### src/rtl/fetch_unit.sv
// Program counter and fetch stage in front of the instruction ROM; hands words to decode via valid/accept.
// Optional fetch_cnt output (count of accepted instructions) is built when FETCH_CNT_EN is defined.
`timescale 1ns/1ps
module fetch_unit #(
   parameter int DWIDTH   = 16,
   parameter int AWIDTH   = 16,
   parameter int DEPTH    = 32,
   parameter int RESET_PC = 0
) (
   input  logic              clk,
   input  logic              rst,
   input  logic              run,
   output logic [AWIDTH-1:0] rom_addr_o,
   output logic              rom_ready_o,
   input  logic [DWIDTH-1:0] rom_dout,
   input  logic              rom_valid,
   output logic [DWIDTH-1:0] instr,
   output logic [AWIDTH-1:0] instr_pc,
   output logic              instr_valid,
   input  logic              instr_accept,
   input  logic              branch_taken,
   input  logic [AWIDTH-1:0] branch_target,
   output logic              addr_err
`ifdef FETCH_CNT_EN
   ,
   output logic [15:0]       fetch_cnt
`endif
);

   typedef enum logic [1:0] {IDLE, FETCH, HOLD} state_t;

   localparam logic [AWIDTH-1:0] LAST_PC  = AWIDTH'(DEPTH - 1);
   localparam logic [AWIDTH-1:0] START_PC = AWIDTH'(RESET_PC);
   localparam logic [AWIDTH:0]   DEPTH_X  = (AWIDTH + 1)'(DEPTH);

   state_t            state_reg, state_next;
   logic [AWIDTH-1:0] pc_reg, pc_next;
   logic [DWIDTH-1:0] instr_reg, instr_next;
   logic [AWIDTH-1:0] instr_pc_reg, instr_pc_next;
   logic              instr_valid_reg, instr_valid_next;
   logic              addr_err_reg, addr_err_next;

   logic [AWIDTH-1:0] pc_inc;
   logic              branch_oob;
   logic [AWIDTH-1:0] branch_pc;

   // Out-of-range targets are compared one bit wider so DEPTH == 2**AWIDTH still works.
   assign pc_inc     = (pc_reg == LAST_PC) ? '0 : pc_reg + 1'b1;
   assign branch_oob = ({1'b0, branch_target} >= DEPTH_X);
   assign branch_pc  = branch_oob ? '0 : branch_target;

   always_comb begin
      state_next       = state_reg;
      pc_next          = pc_reg;
      instr_next       = instr_reg;
      instr_pc_next    = instr_pc_reg;
      instr_valid_next = instr_valid_reg;
      addr_err_next    = addr_err_reg;

      if (branch_taken) begin
         pc_next = branch_pc;
         if (branch_oob) begin
            addr_err_next = 1'b1;
         end
      end

      case (state_reg)
         IDLE: begin
            if (run) begin
               state_next = FETCH;
            end
         end
         FETCH: begin
            if (!branch_taken && rom_valid) begin
               instr_next       = rom_dout;
               instr_pc_next    = pc_reg;
               pc_next          = pc_inc;
               instr_valid_next = 1'b1;
               state_next       = HOLD;
            end
         end
         HOLD: begin
            // A redirect discards the held word even if decode accepts it this cycle.
            if (branch_taken || instr_accept) begin
               instr_valid_next = 1'b0;
               state_next       = run ? FETCH : IDLE;
            end
         end
         default: begin
            state_next = IDLE;
         end
      endcase
   end

   always_ff @(posedge clk) begin
      if (!rst) begin
         state_reg       <= IDLE;
         pc_reg          <= START_PC;
         instr_reg       <= '0;
         instr_pc_reg    <= '0;
         instr_valid_reg <= 1'b0;
         addr_err_reg    <= 1'b0;
      end else begin
         state_reg       <= state_next;
         pc_reg          <= pc_next;
         instr_reg       <= instr_next;
         instr_pc_reg    <= instr_pc_next;
         instr_valid_reg <= instr_valid_next;
         addr_err_reg    <= addr_err_next;
      end
   end

`ifdef FETCH_CNT_EN
   logic [15:0] fetch_cnt_reg;
   logic        accept_evt;

   assign accept_evt = (state_reg == HOLD) && instr_accept && !branch_taken;

   always_ff @(posedge clk) begin
      if (!rst) begin
         fetch_cnt_reg <= '0;
      end else if (accept_evt && (fetch_cnt_reg != 16'hFFFF)) begin
         fetch_cnt_reg <= fetch_cnt_reg + 16'd1;
      end
   end

   assign fetch_cnt = fetch_cnt_reg;
`endif

   assign rom_addr_o  = pc_reg;
   assign rom_ready_o = (state_reg == FETCH);
   assign instr       = instr_reg;
   assign instr_pc    = instr_pc_reg;
   assign instr_valid = instr_valid_reg;
   assign addr_err    = addr_err_reg;

endmodule

### config.mk
export PLATFORM = sky130hd
export DESIGN_NAME = fetch_unit
export DESIGN_NICKNAME = d
export VERILOG_FILES = /design/src/rtl/fetch_unit.sv
export SDC_FILE = /design/constraint.sdc
export NUM_CORES = 1
export LEC_CHECK = 0
export BUFFER_PORTS_ARGS = -buffer_cell sky130_fd_sc_hd__buf_2
export CORE_ASPECT_RATIO = 2
export CORE_MARGIN = 5
export CORE_UTILIZATION = 44
export CTS_BUF_LIST = sky130_fd_sc_hd__clkbuf_16
export DETAILED_ROUTE_END_ITERATION = 10
export PLACE_DENSITY = 0.75
export SYNTH_ARGS = -nofsm -noshare
export SYNTH_HDL_FRONTEND = slang
export SYNTH_SLANG_ARGS = --single-unit
### constraint.sdc
create_clock -name clk -period 1.87 [get_ports clk]
set_clock_uncertainty 0.2 [all_clocks]
set_input_delay 0.374 -clock clk [delete_from_list [all_inputs] [get_ports clk]]
set_output_delay 0.374 -clock clk [all_outputs]
set_load 0.01 [all_outputs]
==> results.md <==
Critical path:
- For flop-to-flop paths, the worst setup slack is 70 ps.
- The critical path data arrival time is 1780 ps.
- Measured in cells, the most critical reg-to-reg path has a length of 6.
- The critical path capture point type is a register.
- The setup path with the least slack is of type reg2reg.
- STA classifies the critical path startpoint as a register.
- The largest fanout of any net on the critical path is 19.
- In this run the critical register-to-register path is captured at rom_addr_o[8]$_SDFF_PN0_.
- The endpoint required time on the critical path is 1850 ps.
- The worst reg2reg path startpoint is rom_addr_o[0]$_SDFF_PN0_.

Floorplan:
- The chip height is 115 um.
- The core region is 5370 um^2.
- The die covers 7160 um^2.
- The number of placed I/O pins is 89.
- The width of the chip is 62.4 um.
- The number of placement rows is 38.
- The initial core utilization is 44.9%.

Cells and area:
- The sequential cells in the finished layout cover a total of 1040 um^2.
- The most common cell after layout, fill and taps aside is sky130_fd_sc_hd__buf_2.
- The top cell types in the final layout, fill and taps aside, are 88 x sky130_fd_sc_hd__buf_2, 75 x sky130_fd_sc_hd__nand2_1, 52 x sky130_fd_sc_hd__dfxtp_1.
- The fraction of final layout cells with drive strength greater than 1 is 33.7%.
- The area of the multi-input gates is 1250 um^2.
- The fill cell instance count of the final layout is 524.
- The repair_antennas step left the layout with diodes totalling 0.
- After routing the design area is 3160 um^2.
- For this run, the number of standard cells in the final layout without fillers is 449.
- The area growth from synthesis to layout is 30.9%.
- The core occupancy in the finished layout is 58.8%.
- The net count of the finished layout is 427.

Worst hold path:
- The worst hold path passes through 3 cells.
- For hold timing, the worst endpoint is instr[6]$_SDFFE_PN0P_.
- The startpoint identified for the worst hold timing path is rom_dout[6].
- The worst min-delay path class is in2reg.

Place:
- The post-detailed-placement half-perimeter wirelength is 5280 um.
- In this run the tool buffered the top-level ports with 88 buffer cells.
- The congestion estimate from routability-driven global placement came to 0.908.
- The number of placed instances, taps included, is 441.
- The cell area after placement is 3010 um^2.

Logic synthesis:
- Counting flops with a built-in enable in the synthesized netlist gives 0.
- Of the post-synthesis cell area, the part taken by muxes is 1.24%.
- After synthesis, the share of flip-flops with an asynchronous set or reset is 0%.
- Synthesis produced a netlist with a net count of 326.
- The fraction of synthesized cell area in xor and xnor cells is 0.726%.
- The simple-gate area share of the yosys netlist is 27.8%.
- Dividing the synthesized area by the synthesized cell count gives 8.41 um^2.
- The sequential fraction of the synthesis area is 43.1%.
- The number of different library cells used by synthesis comes to 49.
- The synthesized instance count is 287.
- The total of warnings raised by yosys is 0.
- The synthesized netlist devotes 0.518% of its cell area to adder and majority cells.
- The netlist area before placement is 2410 um^2.
- The most used flip-flop cell after synthesis is sky130_fd_sc_hd__dfxtp_1.
- The number of synthesized register bits is 52.
- Summing the areas of all compound-gate instances in the mapped netlist gives 21.0% of the synthesized area.
- After synthesis, the largest family of logic cells by area is simple AND/OR/NAND/NOR gates.

Drt:
- The average detailed-routed wire length per instance is 15.1 um.
- Dividing the detail-routed via count by the number of cells gives 5.41.
- For this block, the via count after detailed routing is 2428.
- The detailed router finished its first iteration with 101 violations.
- Summed over all layers, the routed wires come to 6770 um.
- The number of detailed-routing iterations run before antenna repair is 4.
- The number of remaining DRC errors is 0.
- The count of nets left with antenna violations once routing finished came out at 0.

STA:
- The worst slew margin relative to its limit is 74.3%.
- The final critical delay including setup and external delays is 1800 ps.
- For the pin with the worst max-slew slack, the measured transition is 382 ps.
- The highest attainable clock frequency is 555 MHz.
- The final number of max-transition violations was 0.
- The final-layout setup total negative slack is 0 ps.
- The final setup violation count is 0.
- Setup repair after global routing left no endpoint under its margin.
- The portion of the clock cycle consumed by the worst path in the final layout is 96.4%.
- The number of failing hold endpoints at the final stage is 0.

Pwr:
- The sum of internal, switching and leakage power is 0.00223 W.
- The part of the power in combinational logic is 8.1%.
- The total power per unit cell area is 704 nW/um^2.
- In this run the power spent charging and discharging nets is 0.000522 W.
- The largest vdd supply drop is 0.000763 V.
- The part of the total power dissipated in sequential elements is 51.1%.
- The internal power is 0.00170 W.
- Summed over all cells, the static leakage comes to 1.36 nW.
- The switching share of power is 23.5%.
- The clock network burns 40.7% of the power.

Global route:
- Entering global routing, the biggest net connects 22 pins.
- The initial antenna violation count is 0.
- The first global-routing pass estimated 11000 um of wire.
- Global routing finished with a remaining overflow of 0.
- The number of global-route vias before repair was 2335.
- The combined global-route utilization of all metal layers is 18.9%.

Clock tree:
- In this run the clock root is driven by a sky130_fd_sc_hd__clkbuf_16.
- The post-CTS clock slew at the launch and capture registers of the worst setup and hold paths is 70 ps.
- The total clock buffers created by CTS is 5.
- The CTS tree is built.
- The clock insertion delay at the later pin of the skew report is 290 ps.
- The H-tree depth is 2.
- The clock passes through at most 2 buffers.
- Buffers inserted to repair hold after CTS numbered 0.
- The count of clock tree sinks is 52.
- Post-CTS timing repair inserted 0 buffers for setup.

Status:
- The run finished with clean final reports.

Run:
- Max-cap violations in this run came to 0.
-- final cells by class --
cell class	count	area share [%]
clock buffer	5	3.96
timing repair buffer	115	20.3
sequential	52	32.9
clock inverter	3	0.594
tap	60	2.38
inverter	3	0.356
multi-input combinational	211	39.4
-- worst max-delay path, cell delays in order, from the launching register on --
cell,delay [ps]
sky130_fd_sc_hd__dfxtp_1,360
sky130_fd_sc_hd__ha_2,210
sky130_fd_sc_hd__and4_4,270
sky130_fd_sc_hd__nand4_1,120
sky130_fd_sc_hd__buf_4,230
sky130_fd_sc_hd__a31oi_1,200
sky130_fd_sc_hd__a21oi_1,100
-- cells in the mapped netlist, drive strengths merged, types with 2 or more instances --
cell type / n / area share, %
a21boi: 33 / 10
dfxtp: 52 / 43
a31oi: 8 / 2.1
or3: 2 / 0.52
nand2: 76 / 12
nand4b: 2 / 0.73
buf: 15 / 4.1
nor4: 6 / 1.6
inv: 3 / 0.47
nand3b: 2 / 0.62
nand4: 6 / 1.8
a41oi: 3 / 1.1
nor3: 3 / 0.62
nand2b: 5 / 1.3
clkbuf: 6 / 0.93
mux2i: 3 / 1.2
and3: 3 / 0.78
o211ai: 5 / 2.0
and2: 3 / 0.88
a21oi: 6 / 1.2
nand3: 14 / 2.9
nor2: 4 / 0.62
and4: 3 / 1.2
nor2b: 3 / 0.78
o21ai: 6 / 1.2
o2111ai: 2 / 0.98
-- kinds of logic after synthesis --
logic type               count (synthesis)
XOR/XNOR                                 2
buffers and inverters                   24
AND/OR/NAND/NOR                        136
adder cells (fa/ha/maj)                  1
flip-flops                              52
AO/OA/AOI/OAI                           69
multiplexers                             3
-- routing by layer --
layer  global-route usage, %  part of all wire, %
met1                    18.0                   35
met2                    36.7                   56
met3                    5.08                  5.6
met4                    8.36                  2.9
met5                       0                    0
-- repair_timing --
action	CTS	global route
endpoints found under the hold margin	0	0
endpoints found under the setup margin	0	2
gates resized for setup	0	1
-- power groups by stage --
stage          Clock (W)  Sequential (W)  Combinational [W]
4_1_cts         0.000922         0.00114           0.000183
2_1_floorplan          0         0.00117          0.0000803
3_3_place_gp           0         0.00116           0.000180
3_5_place_dp           0         0.00116           0.000182
5_1_grt         0.000970         0.00114           0.000201
6_report        0.000906         0.00114           0.000181
-- per-stage QoR --
stage / hold WS, ps / worst slack (ps)
floorplan: 278 / 45.7
global placement: 246 / 176
detailed placement: 253 / 110
CTS: 118 / 85.4
global route: 119 / 17.9
finish: 121 / 68.2
-- worst max-delay path by stage --
stage                                   startpoint                         to  slack (ps)
after global routing      rom_addr_o[0]$_SDFF_PN0_   rom_addr_o[8]$_SDFF_PN0_          20
after CTS                 rom_addr_o[0]$_SDFF_PN0_   rom_addr_o[8]$_SDFF_PN0_          90
after detailed placement  rom_addr_o[0]$_SDFF_PN0_   rom_addr_o[5]$_SDFF_PN0_         110
after global placement    rom_addr_o[0]$_SDFF_PN0_  rom_addr_o[10]$_SDFF_PN0_         180
final                     rom_addr_o[0]$_SDFF_PN0_   rom_addr_o[8]$_SDFF_PN0_          70
after floorplan           rom_addr_o[1]$_SDFF_PN0_  rom_addr_o[10]$_SDFF_PN0_          50
No activity file was read; power rests on OpenSTA's default activity.
